[src/rtl/fetch_stage_pkg.sv]
// Shared constants for the instruction fetch stage.
//   INST_WIDTH   : instruction word width
//   PC_STEP      : byte increment between sequential fetches
//   PC_ALIGN_LSB : number of low PC bits forced to zero (word alignment)
package fetch_stage_pkg;

    localparam int INST_WIDTH   = 32;
    localparam int PC_STEP      = 4;
    localparam int PC_ALIGN_LSB = 2;

endpackage

[src/rtl/fetch_stage_if.sv]
// Fetch-stage bus bundle: instruction-memory request/response channel and
// the decode-side valid/ready channel.
//   master : the fetch stage (drives requests, presents instructions)
//   slave  : the environment (instruction memory + decode)
interface fetch_stage_if
    import fetch_stage_pkg::*;
#(
    parameter int ADDR_WIDTH = 32
);
    logic                  imem_req_valid;
    logic                  imem_req_ready;
    logic [ADDR_WIDTH-1:0] imem_addr;
    logic                  imem_rsp_valid;
    logic [INST_WIDTH-1:0] imem_rsp_data;
    logic                  inst_valid;
    logic                  inst_ready;
    logic [INST_WIDTH-1:0] inst;
    logic [ADDR_WIDTH-1:0] inst_pc;

    modport master (
        output imem_req_valid, imem_addr, inst_valid, inst, inst_pc,
        input  imem_req_ready, imem_rsp_valid, imem_rsp_data, inst_ready
    );

    modport slave (
        input  imem_req_valid, imem_addr, inst_valid, inst, inst_pc,
        output imem_req_ready, imem_rsp_valid, imem_rsp_data, inst_ready
    );
endinterface

[src/rtl/fetch_fifo.sv]
// Synchronous FIFO with flush, used for the PC tag queue and the
// instruction buffer.
//   clk, rst_n : clock, asynchronous active-low reset
//   flush_i    : empties the FIFO; overrides push_i/pop_i in the same cycle
//   push_i     : write data_i (ignored when full)
//   pop_i      : advance head (ignored when empty)
//   data_o     : head entry (undefined when empty)
//   count_o    : number of stored entries
//   empty_o    : count_o == 0
//   full_o     : count_o == DEPTH
module fetch_fifo #(
    parameter int WIDTH = 32,
    parameter int DEPTH = 2
) (
    input  logic                     clk,
    input  logic                     rst_n,
    input  logic                     flush_i,
    input  logic                     push_i,
    input  logic [WIDTH-1:0]         data_i,
    input  logic                     pop_i,
    output logic [WIDTH-1:0]         data_o,
    output logic [$clog2(DEPTH):0]   count_o,
    output logic                     empty_o,
    output logic                     full_o
);
    localparam int PW = $clog2(DEPTH);
    localparam int CW = PW + 1;

    logic [WIDTH-1:0] mem_q [DEPTH];
    logic [PW-1:0]    wr_ptr_q;
    logic [PW-1:0]    rd_ptr_q;
    logic [CW-1:0]    count_q;
    logic             do_push;
    logic             do_pop;

    assign empty_o = (count_q == '0);
    assign full_o  = (count_q == CW'(DEPTH));
    assign count_o = count_q;
    assign data_o  = mem_q[rd_ptr_q];

    assign do_push = push_i && !flush_i && !full_o;
    assign do_pop  = pop_i  && !flush_i && !empty_o;

    // NOTE: storage is deliberately not reset; count_q alone says which
    // entries are meaningful, and leaving the array out of reset keeps it a
    // plain register file / RAM.
    always_ff @(posedge clk) begin
        if (do_push) begin
            mem_q[wr_ptr_q] <= data_i;
        end
    end

    // NOTE: state registers use non-blocking assignments so every flop
    // samples the pre-edge values of its neighbours.
    always_ff @(posedge clk or negedge rst_n) begin
        if (!rst_n) begin
            wr_ptr_q <= '0;
            rd_ptr_q <= '0;
            count_q  <= '0;
        end else if (flush_i) begin
            wr_ptr_q <= '0;
            rd_ptr_q <= '0;
            count_q  <= '0;
        end else begin
            // DEPTH is a power of two, so the pointers wrap on their own.
            if (do_push) wr_ptr_q <= wr_ptr_q + PW'(1);
            if (do_pop)  rd_ptr_q <= rd_ptr_q + PW'(1);
            count_q <= count_q + CW'(do_push) - CW'(do_pop);
        end
    end
endmodule

[src/rtl/fetch_stage.sv]
// Instruction fetch stage. Owns the PC, issues in-order word requests to
// instruction memory, buffers returned words with their PC and hands them to
// decode over valid/ready. A branch redirect flushes buffered words and
// marks all in-flight fetches for discard.
//   clk, rst_n       : clock, asynchronous active-low reset
//   branch_valid_i   : one-cycle redirect pulse from execute
//   branch_target_i  : redirect address (low two bits ignored)
//   bus_io (master)  : imem request/response and decode handshake
module fetch_stage
    import fetch_stage_pkg::*;
#(
    parameter int                    ADDR_WIDTH = 32,
    parameter logic [ADDR_WIDTH-1:0] RESET_PC   = '0,
    parameter int                    DEPTH      = 2
) (
    input  logic                  clk,
    input  logic                  rst_n,
    input  logic                  branch_valid_i,
    input  logic [ADDR_WIDTH-1:0] branch_target_i,
    fetch_stage_if.master         bus_io
);
    localparam int CW = $clog2(DEPTH) + 1;
    localparam int BW = ADDR_WIDTH + INST_WIDTH;

    logic [ADDR_WIDTH-1:0] pc_q, pc_d;
    logic [CW-1:0]         outstanding_q, outstanding_d;
    logic [CW-1:0]         drop_q, drop_d;
    logic                  started_q;

    logic [CW-1:0]         tag_count, buf_count;
    logic                  tag_empty, tag_full, buf_empty, buf_full;
    logic [ADDR_WIDTH-1:0] tag_head;
    logic [BW-1:0]         buf_head;
    logic [CW:0]           in_use;
    logic                  issue, rsp_fire, rsp_drop, rsp_keep, inst_pop;
    logic                  unused_tag_count;

    assign unused_tag_count = ^tag_count;

    // Credit covers words in flight plus words already buffered, so a
    // response always has a buffer slot waiting for it. started_q holds the
    // request off until the first clock after reset release.
    assign in_use = {1'b0, outstanding_q} + {1'b0, buf_count};
    assign bus_io.imem_req_valid = started_q && !branch_valid_i
                                   && (in_use < (CW+1)'(DEPTH));
    assign bus_io.imem_addr      = pc_q;

    assign issue    = bus_io.imem_req_valid && bus_io.imem_req_ready;
    assign rsp_fire = bus_io.imem_rsp_valid && (outstanding_q != '0);
    assign rsp_drop = rsp_fire && (drop_q != '0);
    // A response landing on the redirect cycle belongs to the old path.
    assign rsp_keep = rsp_fire && (drop_q == '0) && !branch_valid_i;
    assign inst_pop = bus_io.inst_valid && bus_io.inst_ready;

    fetch_fifo #(.WIDTH(ADDR_WIDTH), .DEPTH(DEPTH)) u_tag_q (
        .clk     (clk),
        .rst_n   (rst_n),
        .flush_i (branch_valid_i),
        .push_i  (issue),
        .data_i  (pc_q),
        .pop_i   (rsp_keep),
        .data_o  (tag_head),
        .count_o (tag_count),
        .empty_o (tag_empty),
        .full_o  (tag_full)
    );

    fetch_fifo #(.WIDTH(BW), .DEPTH(DEPTH)) u_inst_buf (
        .clk     (clk),
        .rst_n   (rst_n),
        .flush_i (branch_valid_i),
        .push_i  (rsp_keep),
        .data_i  ({tag_head, bus_io.imem_rsp_data}),
        .pop_i   (inst_pop),
        .data_o  (buf_head),
        .count_o (buf_count),
        .empty_o (buf_empty),
        .full_o  (buf_full)
    );

    // Outputs read zero whenever nothing is buffered, including during reset.
    assign bus_io.inst_valid = !buf_empty;
    assign bus_io.inst       = buf_empty ? '0 : buf_head[INST_WIDTH-1:0];
    assign bus_io.inst_pc    = buf_empty ? '0 : buf_head[BW-1:INST_WIDTH];

    // NOTE: every signal written here gets a default first, so no path can
    // leave it unassigned and infer a latch.
    always_comb begin
        pc_d          = pc_q;
        outstanding_d = outstanding_q + CW'(issue) - CW'(rsp_fire);
        drop_d        = drop_q;
        if (branch_valid_i) begin
            pc_d   = {branch_target_i[ADDR_WIDTH-1:PC_ALIGN_LSB], {PC_ALIGN_LSB{1'b0}}};
            // Everything still in flight after this edge is old-path.
            drop_d = outstanding_q - CW'(rsp_fire);
        end else begin
            if (issue)    pc_d   = pc_q + ADDR_WIDTH'(PC_STEP);
            if (rsp_drop) drop_d = drop_q - CW'(1);
        end
    end

    always_ff @(posedge clk or negedge rst_n) begin
        if (!rst_n) begin
            pc_q          <= RESET_PC;
            outstanding_q <= '0;
            drop_q        <= '0;
            started_q     <= 1'b0;
        end else begin
            pc_q          <= pc_d;
            outstanding_q <= outstanding_d;
            drop_q        <= drop_d;
            started_q     <= 1'b1;
        end
    end

    ap_no_orphan_rsp: assert property (@(posedge clk) disable iff (!rst_n)
        bus_io.imem_rsp_valid |-> (outstanding_q != '0));
    ap_tag_space: assert property (@(posedge clk) disable iff (!rst_n)
        issue |-> !tag_full);
    ap_tag_present: assert property (@(posedge clk) disable iff (!rst_n)
        rsp_keep |-> !tag_empty);
    ap_buf_space: assert property (@(posedge clk) disable iff (!rst_n)
        (rsp_keep && !inst_pop) |-> !buf_full);
endmodule

[src/flat_wrapper.sv]
// flat-port wrapper written by rule: the top's interface ports become plain ports
module fetch_stage_flat import fetch_stage_pkg::*;
#(
    parameter int                    ADDR_WIDTH = 32,
    parameter logic [ADDR_WIDTH-1:0] RESET_PC   = '0,
    parameter int                    DEPTH      = 2
)
  (clk, rst_n, branch_valid_i, branch_target_i, bus_io_imem_req_valid, bus_io_imem_addr, bus_io_inst_valid, bus_io_inst, bus_io_inst_pc, bus_io_imem_req_ready, bus_io_imem_rsp_valid, bus_io_imem_rsp_data, bus_io_inst_ready);
  fetch_stage_if #(.ADDR_WIDTH(ADDR_WIDTH)) bus_io_i ();
  input  logic clk;
  input  logic rst_n;
  input  logic branch_valid_i;
  input  logic [ADDR_WIDTH-1:0] branch_target_i;
  output wire logic [$bits(bus_io_i.imem_req_valid)-1:0] bus_io_imem_req_valid;
  output wire logic [$bits(bus_io_i.imem_addr)-1:0] bus_io_imem_addr;
  output wire logic [$bits(bus_io_i.inst_valid)-1:0] bus_io_inst_valid;
  output wire logic [$bits(bus_io_i.inst)-1:0] bus_io_inst;
  output wire logic [$bits(bus_io_i.inst_pc)-1:0] bus_io_inst_pc;
  input wire logic [$bits(bus_io_i.imem_req_ready)-1:0] bus_io_imem_req_ready;
  input wire logic [$bits(bus_io_i.imem_rsp_valid)-1:0] bus_io_imem_rsp_valid;
  input wire logic [$bits(bus_io_i.imem_rsp_data)-1:0] bus_io_imem_rsp_data;
  input wire logic [$bits(bus_io_i.inst_ready)-1:0] bus_io_inst_ready;
  assign bus_io_imem_req_valid = bus_io_i.imem_req_valid;
  assign bus_io_imem_addr = bus_io_i.imem_addr;
  assign bus_io_inst_valid = bus_io_i.inst_valid;
  assign bus_io_inst = bus_io_i.inst;
  assign bus_io_inst_pc = bus_io_i.inst_pc;
  assign bus_io_i.imem_req_ready = bus_io_imem_req_ready;
  assign bus_io_i.imem_rsp_valid = bus_io_imem_rsp_valid;
  assign bus_io_i.imem_rsp_data = bus_io_imem_rsp_data;
  assign bus_io_i.inst_ready = bus_io_inst_ready;
  fetch_stage #(.ADDR_WIDTH(ADDR_WIDTH), .RESET_PC(RESET_PC), .DEPTH(DEPTH)) u_core (.clk(clk), .rst_n(rst_n), .branch_valid_i(branch_valid_i), .branch_target_i(branch_target_i), .bus_io(bus_io_i));
endmodule
[config.mk]
export PLATFORM = sky130hd
export DESIGN_NAME = fetch_stage_flat
export DESIGN_NICKNAME = d
export VERILOG_FILES = /design/src/rtl/fetch_stage_pkg.sv /design/src/rtl/fetch_stage_if.sv /design/src/rtl/fetch_fifo.sv /design/src/rtl/fetch_stage.sv /design/src/flat_wrapper.sv
export SDC_FILE = /design/constraint.sdc
export NUM_CORES = 1
export LEC_CHECK = 0
export ABC_CLOCK_PERIOD_IN_PS = 4400
export BUFFER_PORTS_ARGS = -buffer_cell sky130_fd_sc_hd__clkbuf_2
export CAP_MARGIN = 20
export CORE_MARGIN = 5
export CORE_UTILIZATION = 50
export DETAILED_ROUTE_END_ITERATION = 10
export GPL_TIMING_DRIVEN = 0
export HOLD_SLACK_MARGIN = 0.1
export PLACE_DENSITY_LB_ADDON = 0.15
export SETUP_SLACK_MARGIN = 0.5
export SKIP_LAST_GASP = 1
export SLEW_MARGIN = 40
export SYNTH_ARGS = -nofsm -noshare
export SYNTH_HDL_FRONTEND = slang
export SYNTH_SLANG_ARGS = --single-unit
export TNS_END_PERCENT = 50
[constraint.sdc]
create_clock -name clk -period 4.4 [get_ports clk]
set_clock_uncertainty 0.15 [all_clocks]
set_input_delay 0.44 -clock clk [delete_from_list [all_inputs] [get_ports clk]]
set_output_delay 0.44 -clock clk [all_outputs]
set_load 0.05 [all_outputs]
; Word level (Yosys, flattened, before mapping)
; Memory sizes are Yosys's and may differ from the RTL's.
; Cells that the tools add are included.
[totals]
inputBits = 70
memories = 2
ramBits = 192
output_inout_bits = 98
register_bits = 45
word_cells = 80
[mem_list]
columns = name, words, width, read_ports, rd_ports_with_merged_regs, write_ports, line_no
row1 = u_core.u_inst_buf.mem_q, 2, 64, 1, 0, 1, fetch_fifo.sv:29  ; logic [WIDTH-1:0] mem_q [DEPTH];
row2 = u_core.u_tag_q.mem_q, 2, 32, 1, 0, 1, fetch_fifo.sv:29
[classes]
n_eq_ne = 2
reduce_logical = 31
muxes = 20
addsub = 14
n_lt_le_gt_ge = 1
[op_table]
columns = operator, count
row1 = 2-to-1 mux 32 bit, 4
row2 = "adder 32 x 3 -> 32 bit, second input constant", 1
row3 = nonzero test 2 bit, 8
row4 = logical AND 1 bit, 15
row5 = 2-to-1 mux 1 bit, 12
row6 = 2-to-1 mux 2 bit, 4
row7 = subtractor 2 x 1 -> 2 bit, 4
row8 = adder 2 x 1 -> 2 bit, 3
row9 = zero test 2 bit, 3
row10 = zero test 1 bit, 5
row11 = "adder 1 bit, second input constant", 4
row12 = "== test 2 bit, second input constant", 2
row13 = adder 2 x 2 -> 3 bit, 1
row14 = "< comparator 3 x 2 -> 1 bit, second input constant", 1
row15 = "subtractor 2 x 1 -> 2 bit, second input constant", 1

; Depth between registers and ports, before layout
[logic_depth]
ltp_word = 9
mapped_depth = 10
ltp_nobuf = 10

; Cells and area by module
; A second synthesis with hierarchy kept.
[unflattened]
cells_unflattened = 645
area_unflattened_um2 = 10287.4
[by_module_without_submodules]
columns = mod, seq_area_each_um2, area_each_um2, instances, cells_each
row1 = fetch_fifo (u_core.u_inst_buf), 3943.8, 5052.3, 1, 224
row2 = fetch_fifo (u_core.u_tag_q), 2021.9, 2690.1, 1, 125
row3 = fetch_stage, 875.8, 2544.9, 1, 296

; Least setup slack after synthesis
; No wires, ideal clock.
[synth_path]
kind = input-to-reg
startpoint = input port bus_io_imem_rsp_valid
endpoint = memory u_core.u_inst_buf.mem_q[0][0] (netlist name), enable pin
n_path_buf = 0
path_stages = 4
required_ps = 3768
arrival_ps = 3689
setup_slack_ps = 79
setup_ps = 482
path_cell_list = o21ai_0 > nor3b_1 > o21ai_0 > nor2_1
[synth_via]
elab_chain_cells = 7
[synth_rtl]
columns = element, line_no
row1 = start: declaration, flat_wrapper.sv:20  ; input wire logic [$bits(bus_io_i.imem_rsp_valid)-1:0] bus_io_imem_rsp_valid;
row2 = logical AND 1 bit, fetch_stage.sv:49  ; assign rsp_fire = bus_io.imem_rsp_valid && (outstanding_q != '0);
row3 = logical AND 1 bit (2 in a row), fetch_stage.sv:52  ; assign rsp_keep = rsp_fire && (drop_q == '0) && !branch_valid_i;
row4 = logical AND 1 bit (2 in a row), fetch_fifo.sv:41  ; assign do_push = push_i && !flush_i && !full_o;
row5 = 2-to-1 mux 1 bit, fetch_fifo.sv:48  ; if (do_push) begin
row6 = 2-to-1 mux 1 bit (implied by the code), fetch_fifo.sv:49  ; mem_q[wr_ptr_q] <= data_i;
row7 = end: declaration, fetch_fifo.sv:29
; No other way between the ends.

; Worst setup path after layout
[layout_path]
startpoint = register u_core.u_inst_buf.rd_ptr_q
endpoint = output port bus_io_inst_pc[24]
[layout_via]
elab_chain_cells = 2
[layout_rtl]
columns = element, line_no
row1 = start: declaration, fetch_fifo.sv:31  ; logic [PW-1:0] rd_ptr_q;
row2 = start signal: assignment, fetch_fifo.sv:67  ; if (do_pop) rd_ptr_q <= rd_ptr_q + PW'(1);
row3 = memory (2 x 64 bit), -
row4 = 2-to-1 mux 32 bit, fetch_stage.sv:84  ; assign bus_io.inst_pc = buf_empty ? '0 : buf_head[BW-1:INST_WIDTH];
row5 = end: declaration, flat_wrapper.sv:18  ; output wire logic [$bits(bus_io_i.inst_pc)-1:0] bus_io_inst_pc;
; No other way between the ends.

==> flow_summary.json <==
{
  "status": "completed",
  "grt_util_all_layers_pct": 19.6,
  "grt_overflow_total": 0,
  "postRouteAntennaNets": 0,
  "h-tree-depth": 1,
  "grt_antenna_before_repair": 0,
  "path_cells": "clkbuf_1 > clkbuf_1 > mux2i_1 > nor2_1 > clkbuf_2",
  "p_leak_nw": 4.52,
  "die-area_um2": 21500,
  "start_kind": "register",
  "crit_path_top_delay_cell": "clkbuf_1",
  "synthFlopType": "edfxtp_1",
  "critPathMaxStageDelay_ns": 0.65,
  "nets": 980,
  "clock_path_buffers": 3,
  "critPathArrivalTime_ns": 2.67,
  "hpwl_um": 14600,
  "vias_per_cell": 5.34,
  "ios": 168,
  "cts-root-buf": "clkbuf_16",
  "yosysUniqueCellTypes": 42,
  "hold_violations": 0,
  "area_delta_synth_final_pct": 30.3,
  "crit_fanout": 10,
  "synth_area_leaders": "edfxtp_1 59%, dfrtp_1 12%, mux2i_1 7.1%",
  "vdd_ir_drop_max_mv": 0.424,
  "preCtsSetupSlack_ns": 1.26,
  "clk_latency_ns": 0.49,
  "grt_pass1_wl_um": 34200,
  "yosysTopAreaCell": "edfxtp_1",
  "rsz0062_at_grt": "false",
  "grt_pass1_vias": 6511,
  "start_util_pct": 50.3,
  "power_density_nw_per_um2": 496,
  "clock-sinks": 227,
  "seq_area_um2": 6600,
  "die_y_um": 147,
  "yosysWarnings": 0,
  "die_width_um": 147,
  "synth_seq_cells": 227,
  "synth_top_area_share_pct": 59.1,
  "postPlaceCellArea_um2": 10700,
  "hold_class": "input pin to register",
  "min_period_over_period_pct": 74.0,
  "drt_iter0_drc": 332,
  "synth-edff-count": 184,
  "synthCells": 639,
  "setup_viol_count_final": 0,
  "max_freq_mhz": 307,
  "path_common_cell": "clkbuf_1",
  "drc_errors": 0,
  "grt_max_degree": 44,
  "gp_congestion": 0.850,
  "n_antenna_cell": 0,
  "finalNonFillerCells": 1151,
  "drive_above_1_share_pct": 27.7,
  "synth_top_cells_by_count": "184 x edfxtp_1, 90 x nor2_1, 66 x mux2i_1",
  "numPortBuffers": 161,
  "worst_pin_slew_ns": 0.763,
  "finalSetupTns_ns": 0,
  "multi_input_area_um2": 2590,
  "slew_headroom_pct": 49.1,
  "wl_per_cell_um": 18.5,
  "finalInstanceArea_um2": 12200,
  "dp_cells": 1048,
  "total_power_mw": 6.05,
  "path_clk_slew_ns": 0.06,
  "max_cap_viol_count": 0,
  "holdPathEnd": "u_core.bus_io.imem_addr[21]",
  "path_class": "register to output pin",
  "reg2reg_slack_ns": 1.40,
  "synth.cell_area_um2": 9350,
  "r2r_cells": 7,
  "coreArea_um2": 18600,
  "synth_async_sr_flop_share_pct": 18.9,
  "first_pass_iters": 5,
  "rows": 50,
  "setup_ws_ns": 1.14,
  "rr_startpoint": "u_core.u_inst_buf.count_o[0]",
  "ys_seq_area_share_pct": 70.6,
  "numCtsBuffers": 23,
  "holdPathStages": 3,
  "fill_cells": 1332,
  "min_from": "branch_target_i[21]",
  "fin_crit_ns": 3.26,
  "cts_tree": "built",
  "slew_violations": 0,
  "vias": 6147,
  "yosysMostFrequentCell": "edfxtp_1",
  "cp-end-kind": "output pin",
  "avgSynthCellArea_um2": 14.6,
  "r2r-end": "u_core.u_tag_q.mem_q[0][13]",
  "routed_wl_um": 21200,
  "worstPathRequired_ns": 3.81
}
## sequential cells by signal, indices dropped and copies added (netlist names)
signal	count
u_core.u_tag_q.wr_ptr_q	1
u_core.started_q	1
u_core.drop_q	2
u_core.u_inst_buf.count_o	2
u_core.bus_io.imem_addr	30
u_core.outstanding_q	2
u_core.u_tag_q.mem_q	60
u_core.u_inst_buf.rd_ptr_q	1
u_core.u_inst_buf.mem_q	124
u_core.u_tag_q.rd_ptr_q	1
u_core.u_tag_q.count_o	2
u_core.u_inst_buf.wr_ptr_q	1
## timing repair
item                       4_1_cts  5_1_grt
hold buffers                    61        0
setup buffers                    0        0
setup endpoints to repair        0        0
resized for setup                0        0
hold endpoints to repair       135        0
## placed cells by master (no fill, tap or decap), drive strengths merged, types with 8 or more instances in the layout
master | netlist | layout
clkbuf | 24 | 214
edfxtp | 184 | 184
nor2 | 90 | 90
mux2i | 66 | 66
dlygate4sd3 | 0 | 61
dfrtp | 43 | 43
mux2 | 30 | 30
nand2 | 28 | 28
buf | 11 | 23
or4 | 20 | 20
a31oi | 15 | 15
o21ai | 15 | 15
nand3 | 15 | 15
inv | 14 | 14
o31ai | 12 | 12
xnor2 | 10 | 10
ha | 8 | 8
## worst max path at each step
stage                                     from                        endpoint  slack, ns  depth (start not counted)
finish              u_core.u_inst_buf.rd_ptr_q              bus_io_inst_pc[24]       1.14                          5
global route        u_core.u_inst_buf.rd_ptr_q              bus_io_inst_pc[24]       0.95                          5
CTS                 u_core.u_inst_buf.rd_ptr_q              bus_io_inst_pc[20]       1.00                          5
detailed placement       bus_io_imem_rsp_valid  u_core.u_inst_buf.mem_q[1][21]       1.26                          8
global placement         bus_io_imem_rsp_valid  u_core.u_inst_buf.mem_q[1][21]      -1.91                          5
floorplan                bus_io_imem_rsp_valid   u_core.u_inst_buf.mem_q[0][0]       0.08                          4
## critical path, delay by kind of cell, from the launching register on
family | cells | cell delay [ns]
buffers and inverters | 3 | 1.45
DFF | 1 | 0.33
muxes | 1 | 0.33
and+or+nand+nor | 1 | 0.06
## cell families (layout without fill, tap and decap cells)
logic type	Yosys count	count (layout)	share of synthesized area [%]
AO/OA/AOI/OAI	53	53	3.72
XOR/XNOR	17	17	1.59
adder cells (fa/ha/maj)	9	9	1.28
buffers and inverters	49	324	2.21
flip-flops	227	227	70.6
multiplexers	96	96	10.7
other	2	5	0.0803
AND/OR/NAND/NOR	186	186	9.85
## cell type report
cell class,count,share of cell area [%]
Buffer,35,1.26
Clock buffer,29,5.07
Clock inverter,12,1.78
Inverter,14,0.431
Multi-Input combinational cell,366,21.2
Sequential cell,227,54.2
Tap cell,234,2.40
Timing Repair Buffer,234,13.7
## where the power goes
group,internal [mW],switching (mW),total (mW)
logic,0.400,0.925,1.32
clock network,1.35,0.776,2.12
registers,2.50,0.107,2.60
## per-stage QoR
| step | hold slack, ns | util, % |
|---|---|---|
| after floorplan | -0.00559 | - |
| after global placement | 0.330 | 56.3 |
| after detailed placement | 0.372 | 57.8 |
| after CTS | 0.105 | 65.6 |
| after global routing | 0.129 | 65.6 |
| final | 0.123 | 65.6 |
## routing by layer
| layer | vias to the layer above | share of wire, % | GRT usage, % | routed length [µm] |
|---|---|---|---|---|
| met5 | - | 0 | 0 | 0 |
| met4 | 0 | 2.9 | 6.07 | 612 |
| met3 | 45 | 5.6 | 2.93 | 1200 |
| met2 | 231 | 50 | 33.6 | 10600 |
| met1 | 2967 | 41 | 25.9 | 8790 |
| li1 | 2904 | - | - | - |
No activity file was read; power rests on OpenSTA's default activity.
